<file path="config.mk">
export PLATFORM = sky130hd
export DESIGN_NAME = mem_stage
export DESIGN_NICKNAME = d
export VERILOG_FILES = /design/src/rtl/mem_stage.sv
export SDC_FILE = /design/constraint.sdc
export NUM_CORES = 1
export LEC_CHECK = 0
export BUFFER_PORTS_ARGS = -buffer_cell sky130_fd_sc_hd__buf_2
export CAP_MARGIN = 5
export CORE_AREA = 2 2 210 212
export DETAILED_ROUTE_END_ITERATION = 6
export DIE_AREA = 0 0 212 214
export GPL_ROUTABILITY_DRIVEN = 0
export GPL_TIMING_DRIVEN = 0
export PLACE_DENSITY = 0.68
export SLEW_MARGIN = 0
export SYNTH_ARGS = -nofsm -noshare
export SYNTH_HDL_FRONTEND = slang
export SYNTH_SLANG_ARGS = --single-unit
</file>
<file path="constraint.sdc">
create_clock -name clk -period 2.25 [get_ports clk]
set_input_delay 0.1125 -clock clk [delete_from_list [all_inputs] [get_ports clk]]
set_output_delay 0.1125 -clock clk [all_outputs]
set_load 0.01 [all_outputs]
</file>
<file path="src/rtl/mem_stage.sv">
// mem_stage: memory-access stage of the 5-stage RV64 pipeline.
//   Takes the EX/MEM payload, performs LD/SD over the data bus and registers
//   the MEM/WB payload. Non-memory instructions pass through in one cycle;
//   bus accesses hold upstream off via ready until data_ok returns.
//
// Ports:
//   clk    in   1                      clock
//   reset  in   1                      synchronous, active-high reset
//   in     in   $bits(execute_data_t)  EX result, qualified by in.valid
//   ready  out  1                      1 = in accepted this cycle
//   dreq   out  $bits(dbus_req_t)      data-bus request (registered)
//   dresp  in   $bits(dbus_resp_t)     data-bus response
//   out    out  $bits(memory_data_t)   registered MEM/WB payload
//
// Build option:
//   MEM_MISALIGN_CHECK_EN - when defined, a load/store whose address is not
//   doubleword aligned skips the bus and retires as a no-op (RegWEn forced 0).
//
// state | meaning
// ------+------------------------------------------------------------
// IDLE  | accepting input; ALU ops retire next edge
// REQ   | bus access outstanding; dreq held stable until data_ok

package mem_stage_pkg;

   typedef enum logic [2:0] {
      MSIZE1 = 3'd0,
      MSIZE2 = 3'd1,
      MSIZE4 = 3'd2,
      MSIZE8 = 3'd3
   } msize_t;

   typedef struct packed {
      logic       RegWEn;
      logic [1:0] MemRW;   // 00 none, 01 load, 10 store, 11 none
      logic [4:0] rd;
   } control_t;

   typedef struct packed {
      logic        valid;
      logic [63:0] pc;
      control_t    ctl;
      logic [63:0] alu;
      logic [63:0] rs2;
   } execute_data_t;

   typedef struct packed {
      logic        valid;
      logic [63:0] addr;
      msize_t      size;
      logic [7:0]  strobe;
      logic [63:0] data;
   } dbus_req_t;

   typedef struct packed {
      logic        addr_ok;
      logic        data_ok;
      logic [63:0] data;
   } dbus_resp_t;

   typedef struct packed {
      logic        valid;
      logic [63:0] pc;
      control_t    ctl;
      logic [63:0] result;
      logic        addr31;
   } memory_data_t;

endpackage

module mem_stage
   import mem_stage_pkg::*;
#(
   parameter int         MMIO_BIT   = 31,
   parameter logic [7:0] STORE_STRB = 8'hFF
) (
   input  logic                             clk,
   input  logic                             reset,
   input  logic [$bits(execute_data_t)-1:0] in,
   output logic                             ready,
   output logic [$bits(dbus_req_t)-1:0]     dreq,
   input  logic [$bits(dbus_resp_t)-1:0]    dresp,
   output logic [$bits(memory_data_t)-1:0]  out
);

   typedef enum logic {IDLE, REQ} state_t;

   state_t        state;
   execute_data_t ex_in;
   execute_data_t ex_q;
   dbus_resp_t    rsp;
   dbus_req_t     dreq_q;
   memory_data_t  out_q;
   logic          ready_q;
   logic          is_load;
   logic          is_store;
   logic          misaligned;
   logic          unused_addr_ok;

   assign ex_in    = in;
   assign rsp      = dresp;
   assign is_load  = (ex_in.ctl.MemRW == 2'b01);
   assign is_store = (ex_in.ctl.MemRW == 2'b10);

   // Completion is keyed solely on data_ok.
   assign unused_addr_ok = rsp.addr_ok;

`ifdef MEM_MISALIGN_CHECK_EN
   assign misaligned = (ex_in.alu[2:0] != 3'b000);
`else
   assign misaligned = 1'b0;
`endif

   function automatic memory_data_t wb_payload(execute_data_t e, logic [63:0] res);
      memory_data_t m;
      m.valid  = 1'b1;
      m.pc     = e.pc;
      m.ctl    = e.ctl;
      m.result = res;
      m.addr31 = e.alu[MMIO_BIT];
      return m;
   endfunction

   always_ff @(posedge clk) begin
      if (reset) begin
         state   <= IDLE;
         ready_q <= 1'b1;
         out_q   <= '0;
         dreq_q  <= '0;
         ex_q    <= '0;
      end else begin
         case (state)
            IDLE: begin
               if (!ex_in.valid) begin
                  out_q.valid <= 1'b0;
               end else if (!(is_load || is_store)) begin
                  out_q <= wb_payload(ex_in, ex_in.alu);
               end else if (misaligned) begin
                  // Retire as a no-op: visible to writeback but never writes rd.
                  out_q            <= wb_payload(ex_in, ex_in.alu);
                  out_q.ctl.RegWEn <= 1'b0;
               end else begin
                  ex_q          <= ex_in;
                  out_q.valid   <= 1'b0;
                  dreq_q.valid  <= 1'b1;
                  dreq_q.addr   <= ex_in.alu;
                  dreq_q.size   <= MSIZE8;
                  dreq_q.strobe <= is_store ? STORE_STRB : 8'h00;
                  dreq_q.data   <= is_store ? ex_in.rs2 : 64'h0;
                  ready_q       <= 1'b0;
                  state         <= REQ;
               end
            end
            REQ: begin
               if (rsp.data_ok) begin
                  out_q        <= wb_payload(ex_q, (ex_q.ctl.MemRW == 2'b01) ? rsp.data : ex_q.alu);
                  dreq_q.valid <= 1'b0;
                  ready_q      <= 1'b1;
                  state        <= IDLE;
               end else begin
                  out_q.valid <= 1'b0;
               end
            end
            default: begin
               state   <= IDLE;
               ready_q <= 1'b1;
            end
         endcase
      end
   end

   assign ready = ready_q;
   assign dreq  = dreq_q;
   assign out   = out_q;

endmodule

</file>
==> results.yml, run 1 <==
floorplanning:
  num_rows: 76
  ioPinCount: 548
  die_w_um: 212
  core_mm2: 0.0429
  dieArea_mm2: 0.0454
  die_h_um: 214
  start_util_pct: 32.9
timing:
  finalCriticalPeriod_ns: 2.04
  period_share_pct: 90.7
  max_slew_margin_pct: 22.3
  finClkSkew_ns: 0.0125
  setup_viol: 0
  tightest_slew_ns: 1.17
  rsz0062_at_grt: "false"
  hold_viol: 0
  slew_violations: 0
  fmax_mhz: 490
layout:
  multi_input_area_mm2: 0.00588
  fillers: 3980
  area_delta_synth_final_pct: 47.7
  layout-drive-gt1-share_pct: 32.2
  regArea_mm2: 0.00687
  fin_util_pct: 48.6
  final_cells: 3138
  layout.nets: 2795
yosys:
  synth_seq_cells: 343
  syn_area_mm2: 0.0141
  syn_nets: 2007
  avgSynthCellArea_um2: 8.13
  yosys.area.top_type_share_pct: 48.7
  ys_types: 29
  synth_cells: 1736
  synth_area_leader_cell: "dfxtp_1"
  ys_warn_count: 0
  ys_seq_area_share_pct: 48.7
  synth.area.top_cells: "dfxtp_1 (49%), nand2_1 (9.0%), nor2_1 (7.5%)"
global_routing:
  grtUsageTotal_pct: 25.8
  grt_max_degree: 14
  antenna_found_initial: 3
  grt_pass1_wl_mm: 90.9
  grt_overflow: 0
  grt_pass1_vias: 16200
critical_path:
  critPathMaxFanout: 10
  critical_path_class: "reg -> reg"
  cp-end-kind: "flip-flop"
  critPathLaunchType: "flip-flop"
  cp.required_ns: 2.73
  critPathArrivalTime_ns: 2.52
clock_tree:
  cts_max_level: 2
  cts_setup_buffers: 0
  clkSlewWorstSetupHoldPaths_ns: 0.06
  root_buffer: "clkbuf_16"
  clk_latency_ns: 0.56
  clock_path_buffers: 3
  cts_buffers: 39
  cts_tree: "built"
  cts_num_sinks: 343
pwr:
  pwr-share-seq_pct: 42.1
  combinationalPowerShare_pct: 19.2
  intPower_uw: 11400
  netSwitchingFraction_pct: 28.9
  clkPwrFrac_pct: 38.7
  p_sw_uw: 4660
  leakagePower_uw: 0.00952
  vdd_ir_drop_max_uv: 512
  p_per_area_mw_per_mm2: 773
drt:
  drc: 0
  wl_per_cell_um: 19.2
  wirelength_mm: 60.3
  met3WireLength_mm: 4.52
  drt_first_pass_iters: 6
  wl_met1_mm: 23.1
  final_antenna_net_count: 0
  drtIter0Drc: 1016
  top_layer: "met5"
  viasPerCell: 5.02
  wl_met2_mm: 29.3
  num_vias: 15800
outcome:
  status: "completed"
placement:
  numPortBuffers: 544
  dp_hpwl_mm: 43.4
  dp_cells: 2865
min_path:
  worstHoldPathType: "in -> reg"
job:
  cap_violations: 0
==> stage by stage <==
step	setup TNS, ns	setup slack, ns	hold slack [ns]	instance area, µm²	power [µW]
after floorplan	0	0.728	0.248	14100	8400
after global placement	-11.02	-0.263	0.366	17600	9610
after detailed placement	-22.36	-0.305	0.373	17600	9670
final	0	0.210	0.0258	20800	16100
after global routing	0	0.0370	0.0324	20800	16800
after CTS	0	0.101	0.00168	20800	16200
==> layout by cell type (no fill, tap or decap), drive strengths merged, types with 2 or more instances in the layout <==
master and count:
nor2 283, clkinv 7, dfxtp 343, clkbuf 128
a211oi 2, buf 692, inv 4, clkinvlp 2
nand2 340, mux2 64, nor3 67, nor4 71
nand3 64, a221oi 64, diode 3, ha 2
dlygate4sd3 203, a21oi 203, nor2b 2
==> flip-flops by register name (all words and copies together) (netlist names) <==
signal,flops
out,138
dreq,131
ex_q,72
ready,1
state,1
==> final timing paths <==
path	from	end	slack, ns	cells past startpoint
setup / recovery	state	ex_q[136]	0.21	6
hold / removal	dresp[18]	out[19]	0.03	4
hold reg to reg	dreq[53]	dreq[53]	0.45	2
setup reg to reg	state	ex_q[136]	0.21	6
==> power by group through the flow <==
stage	Combinational (µW)	Clock, µW	Sequential [µW]
6_report	3090	6230	6780
5_1_grt	3350	6600	6820
4_1_cts	3070	6380	6770
3_5_place_dp	2770	0	6900
3_3_place_gp	2720	0	6880
2_1_floorplan	1420	0	6990
==> cells in the mapped netlist <==
cell type	count
and2b_1	1
a211o_1	1
nand3_1	64
clkbuf_1	74
a21oi_1	202
nor2b_1	2
nor3b_2	1
buf_4	82
nand3b_1	1
a21oi_2	1
nor4_2	4
conb_1	1
inv_1	1
nand2_2	1
nand2_1	339
a221oi_1	64
or3b_1	1
nor3_1	67
a211oi_1	2
nor4_1	67
nand2b_1	1
buf_6	22
and2_1	1
nor2_1	283
mux2_2	64
buf_2	39
buf_1	5
dfxtp_1	343
ha_1	2
==> critical path, cell delays in order (launching register included) <==
cell     delay (ns)
dfxtp_1        0.32
buf_6          0.15
nor3b_2        0.41
buf_2          0.50
buf_2          0.36
nand2_1        0.09
a21oi_1        0.13
==> repair_timing <==
| action | in CTS | in global routing |
|---|---|---|
| setup endpoints to repair | 0 | 1 |
| endpoints found under the hold margin | 336 | 0 |
| hold buffers | 203 | 0 |
| gates resized for setup | 0 | 1 |
==> final cells by class <==
type | instances | share of cell area, %
Sequential cell | 343 | 33.0
Multi-Input combinational cell | 1170 | 28.2
Timing Repair Buffer | 747 | 22.8
Buffer | 222 | 6.50
Clock buffer | 54 | 5.39
Tap cell | 585 | 3.51
Clock inverter | 13 | 0.546
Antenna cell | 3 | 0.0360
Inverter | 1 | 0.0180
==> cell families after synthesis <==
| logic type | share of synthesized area [%] |
|---|---|
| AOI/OAI and AO/OA | 11.4 |
| and+or+nand+nor | 25.0 |
| other | 0.0266 |
| DFF | 48.7 |
| adders and majority gates | 0.177 |
| muxes | 5.11 |
| buffers and inverters | 9.63 |
==> layer usage <==
layer / up-vias / global-route usage [%]
met3: 200 / 6.55
met1: 7393 / 28.5
li1: 7391 / -
met4: 2 / 14.0
met5: - / 0
met2: 777 / 45.0
(Power assumes the default switching activity.)
==> inputs of run 2 (changes only) <==
- ABC_AREA: not set -> 1
- CORE_AREA: 2 2 210 212 -> 2 2 216 218
- DIE_AREA: 0 0 212 214 -> 0 0 218 220
- PLACE_DENSITY: 0.68 -> 0.71
==> results.yml, run 2 <==
critical_path:
  critPathLaunchType: "flip-flop"
  r2r-start: "state"
  crit_chain: "buf_4 -> clkinv_2 -> nand2_2 -> buf_2 -> buf_2 -> nand2_1 -> a21oi_1"
  critPathMaxFanout: 10
  r2r_slack_ns: 0.31
  slowest_delay_ns: 0.42
  cp.required_ns: 2.70
  critPathArrivalTime_ns: 2.39
  slowest_stage: "buf_2"
  critical_path_class: "reg -> reg"
  cpMostUsedCell: "buf_2"
  cp-end-kind: "flip-flop"
  r2r_cells: 7
  r2r-end: "ex_q[133]"
drt:
  drtIter0Drc: 1835
  drt_first_pass_iters: 6
  viasPerCell: 5.01
  num_vias: 19800
  final_antenna_net_count: 0
  drc: 0
  wirelength_mm: 69.9
  wl_per_cell_um: 17.7
yosys:
  ys_types: 23
  syn_area_mm2: 0.0164
  synthFlopType: "dfxtp_1"
  synth_commonest_cells: "nand2_1 (681), dfxtp_1 (343), a21oi_1 (330), nand3_1 (263), nor2_1 (211)"
  ys_seq_area_share_pct: 42.0
  synth_cells: 2452
  avgSynthCellArea_um2: 6.67
  syn_nets: 2723
  synth.area.top_cells: "dfxtp_1 (42%), nand2_1 (16%), a21oi_1 (10%)"
  synth_seq_cells: 343
  ys_warn_count: 0
  yosysMostFrequentCell: "nand2_1"
  synth_area_leader_cell: "dfxtp_1"
  synth_edf_count: 0
  yosys.area.top_type_share_pct: 42.0
  synthArstFlopShare_pct: 0
layout:
  area_delta_synth_final_pct: 45.6
  largest_reg_flops: 138
  fillers: 4345
  layout_commonest_cell: "nand2_1"
  layout.nets: 3574
  regArea_mm2: 0.00687
  multi_input_area_mm2: 0.00716
  fin_util_pct: 51.9
  layout-drive-gt1-share_pct: 24.1
  mostFrequentLayoutCells: "nand2_1 (681), buf_2 (632), dfxtp_1 (343), a21oi_1 (330), dlygate4sd3_1 (264)"
global_routing:
  grt_pass1_wl_mm: 104
  grt_overflow: 0
  grt_max_degree: 14
  grt_pass1_vias: 18600
  grtUsageTotal_pct: 27.7
  antenna_found_initial: 4
clock_tree:
  cts_max_level: 2
  cts_tree: "built"
  cts_num_sinks: 343
  clock_path_buffers: 3
  root_buffer: "clkbuf_16"
  clk_latency_ns: 0.57
  cts_resized: 0
  hold_buffers: 264
  cts_buffers: 41
  clkSlewWorstSetupHoldPaths_ns: 0.06
  cts_setup_buffers: 0
min_path:
  worstHoldPathType: "in -> reg"
  holdPathStages: 6
  holdCritStartpoint: "in[200]"
  min_to: "dreq[0]"
timing:
  fmax_mhz: 516
  tightest_slew_ns: 1.02
  hold_viol: 0
  finalCriticalPeriod_ns: 1.94
  worst_slack_ns: 0.311
  hold_ws_ns: 0.157
  slew_violations: 0
  setup_viol: 0
  finClkSkew_ns: 0.0181
  rsz0062_at_grt: "false"
  period_share_pct: 86.2
  max_slew_margin_pct: 31.8
job:
  cap_violations: 0
placement:
  dp_hpwl_mm: 48.0
  pre_cts_slack_ns: -0.152
  numPortBuffers: 544
pwr:
  netSwitchingFraction_pct: 30.8
  clkPwrFrac_pct: 38.6
  vdd_ir_drop_max_uv: 593
  intPower_uw: 11900
  leakagePower_uw: 0.0117
  p_per_area_mw_per_mm2: 722
  pwr-share-seq_pct: 39.4
  p_sw_uw: 5300
  combinationalPowerShare_pct: 21.9
floorplanning:
  start_util_pct: 35.7
  num_rows: 79
  die_h_um: 220
  die_w_um: 218
  core_mm2: 0.0459
  dieArea_mm2: 0.0480
  ioPinCount: 548
outcome:
  status: "completed"
## run 2: cell types whose count changed after synthesis, moves of 72 or more
cell	previous run	this run
nand3_1	64	263
inv_1	1	196
a21oi_1	202	330
o21ai_0	0	74
nor2_1	283	211
nand2_1	339	681
## run 2: power by group through the flow
| stage | registers, µW | clock network, µW | logic (µW) |
|---|---|---|---|
| 2_1_floorplan | 7010 | 0 | 1830 |
| 3_3_place_gp | 6900 | 0 | 3320 |
| 3_5_place_dp | 6910 | 0 | 3340 |
| 4_1_cts | 6780 | 6760 | 3720 |
| 5_1_grt | 6830 | 7000 | 4150 |
| 6_report | 6790 | 6640 | 3780 |
## run 2: cells by family after synthesis
kind of cell,synth area share [%]
fa+ha+maj,0.153
flops,42.0
buf+inv,14.2
other cells,0.0229
compound gates,12.5
simple gates,31.1
## run 2: area by class of cell
class,count,share of cell area [%]
multi-input cells,1631,30.1
repair buffers,808,22.5
inverters,200,3.17
well taps,607,3.19
clock buffers,59,5.05
clock inverters,12,0.546
flip-flops and latches,343,28.8
plain buffers,278,6.61
diodes,2,0.0210
## run 2: critical path, delay by kind of cell, from the launching register on
kind / cells / cell delay (ns)
flops: 1 / 0.30
simple gates: 2 / 0.21
compound gates: 1 / 0.28
buf+inv: 4 / 1.02
## run 2: how the worst max path moves through the flow
stage / startpoint / end / slack [ns] / cells after the start
6_report: state / ex_q[133] / 0.31 / 7
5_1_grt: state / ex_q[133] / 0.1 / 7
4_1_cts: state / ex_q[133] / 0.22 / 7
3_5_place_dp: in[133] / ex_q[133] / -0.15 / 10
3_3_place_gp: in[133] / ex_q[133] / -0.14 / 10
2_1_floorplan: in[133] / dreq[70] / 0.92 / 10
## run 2: through the flow
| stage | power, µW | cells | instance area (µm²) | setup TNS (ns) |
|---|---|---|---|---|
| after floorplan | 8840 | 2452 | 16400 | 0 |
| after global placement | 10200 | 3603 | 19800 | -0.138 |
| after detailed placement | 10200 | 3603 | 19800 | -0.152 |
| after CTS | 17300 | 3938 | 23800 | 0 |
| after global routing | 18000 | 3938 | 23800 | 0 |
| final | 17200 | 3940 | 23800 | 0 |
## run 2: metal layers
metal  share of wire, %  track usage [%]  vias to the layer above  wire, µm
li1                   -                -                     9490         -
met1                 41             34.4                     9064     28500
met2                 47             46.1                      968     32500
met3                8.4             6.46                      227      5880
met4                4.2             11.8                        4      2930
met5              0.031                0                        -        22
==> inputs of run 3 (changes only) <==
- PLACE_DENSITY: 0.71 -> 0.73
- clock period: 2.25 -> 1.7 ns (I/O delays scaled with it)
==> results.yml, run 3 (same netlist as run 2, synthesis figures left out) <==
placement:
  dp_cells: 3603
  pre_cts_slack_ns: -0.649
  placed_area_mm2: 0.0198
  dp_hpwl_mm: 48.0
  numPortBuffers: 544
global_routing:
  antenna_found_initial: 6
  grt_max_degree: 13
  grt_pass1_wl_mm: 105
  grt_pass1_vias: 18700
  grt_overflow: 0
  grtUsageTotal_pct: 27.9
timing:
  slew_violations: 0
  rsz0062_at_grt: "false"
  setup_viol: 0
  period_share_pct: 94.8
  fmax_mhz: 620
  fin_setup_tns_ns: 0
  finalCriticalPeriod_ns: 1.61
  worst_slack_ns: 0.0884
  hold_viol: 0
  max_slew_margin_pct: 28.7
  finClkSkew_ns: 0.0233
  tightest_slew_ns: 1.07
clock_tree:
  clkSlewWorstSetupHoldPaths_ns: 0.06
  clk_latency_ns: 0.56
  cts_max_level: 2
  cts_buffers: 39
  cts_num_sinks: 343
  root_buffer: "clkbuf_16"
  clock_path_buffers: 3
  cts_setup_buffers: 0
  cts_tree: "built"
floorplanning:
  num_rows: 79
  ioPinCount: 548
  core_mm2: 0.0459
  dieArea_mm2: 0.0480
  die_h_um: 220
  die_w_um: 218
  start_util_pct: 35.7
min_path:
  worstHoldPathType: "in -> reg"
  holdCritStartpoint: "dresp[62]"
drt:
  wl_per_cell_um: 18.0
  final_antenna_net_count: 0
  wirelength_mm: 70.8
  drc: 0
  drt_first_pass_iters: 6
  viasPerCell: 5.03
  num_vias: 19800
  drtIter0Drc: 1962
critical_path:
  crit_buf_inv: 5
  critPathArrivalTime_ns: 2.09
  cp.required_ns: 2.17
  critPathLaunchType: "flip-flop"
  cpMostUsedCell: "buf_6"
  path_delay_family: "buffers and inverters"
  crit_chain: "buf_6 -> clkinv_2 -> buf_4 -> buf_6 -> clkbuf_4 -> nand4_1 -> a21oi_1"
  slowest_stage: "dfxtp_1"
  critPathMaxFanout: 10
  r2r_slack_ns: 0.09
  critical_path_class: "reg -> reg"
  r2r-start: "state"
  crit_start: "state"
  slowest_delay_ns: 0.31
  cp-end-kind: "flip-flop"
pwr:
  p_per_area_mw_per_mm2: 945
  leakagePower_uw: 0.0118
  vdd_ir_drop_max_uv: 972
layout:
  fin_area_mm2: 0.0239
  layout.nets: 3571
  final_cells: 3932
  fillers: 4336
  area_delta_synth_final_pct: 45.9
  fin_util_pct: 52.0
  layout_commonest_cell: "nand2_1"
  layout-drive-gt1-share_pct: 24.9
  mostFrequentLayoutCells: "nand2_1 (678), buf_2 (614), dfxtp_1 (343), a21oi_1 (329)"
  largest_reg_flops: 138
job:
  cap_violations: 0
outcome:
  status: "completed"
run 3: worst min-delay path, cell delays in order:
cell and delay [ns]:
buf_2 0.11, inv_1 0.06, nand3_1 0.13, nand3_1 0.12, a21oi_1 0.06
run 3: path summary, 6_finish.rpt:
kind,endpoint,cells after the start
worst max-delay path,dreq[37],7
worst min-delay path,out[63],5
worst max register to register,dreq[37],7
worst min register to register,dreq[13],2
run 3: repair_timing:
item | in CTS | in global routing
hold buffers | 263 | 0
hold endpoints to repair | 335 | 0
setup endpoints to repair | 207 | 209
gates resized for setup | 25 | 54
run 3: power breakdown:
group / switching (µW) / total [µW] / internal [µW]
combinational: 3010 / 5080 / 2070
clock: 3570 / 8470 / 4900
sequential: 352 / 8990 / 8640
run 3: per-stage QoR:
step                      hold WS (ns)  total power, µW
after floorplan                  0.228            11700
after CTS                       0.0104            22500
after global routing            0.0325            23500
after global placement           0.348            13500
after detailed placement         0.352            13600
final                           0.0622            22500
run 3: area by class of cell:
| class | instances | area (µm²) | share of cell area (%) |
|---|---|---|---|
| Buffer | 278 | 1710 | 7.17 |
| Sequential cell | 343 | 6870 | 28.8 |
| Antenna cell | 2 | 5.00 | 0.0210 |
| Clock buffer | 55 | 1130 | 4.72 |
| Inverter | 200 | 759 | 3.18 |
| Clock inverter | 9 | 109 | 0.456 |
| Multi-Input combinational cell | 1631 | 7170 | 30.0 |
| Tap cell | 607 | 759 | 3.18 |
| Timing Repair Buffer | 807 | 5360 | 22.4 |
run 3: metal layers:
metal / vias up / track usage (%) / part of all wire, %
met5: - / 0 / 0.038
met4: 4 / 11.2 / 4.1
met3: 229 / 6.71 / 8.4
met2: 1014 / 46.9 / 47
met1: 9083 / 34.2 / 40
li1: 9459 / - / -
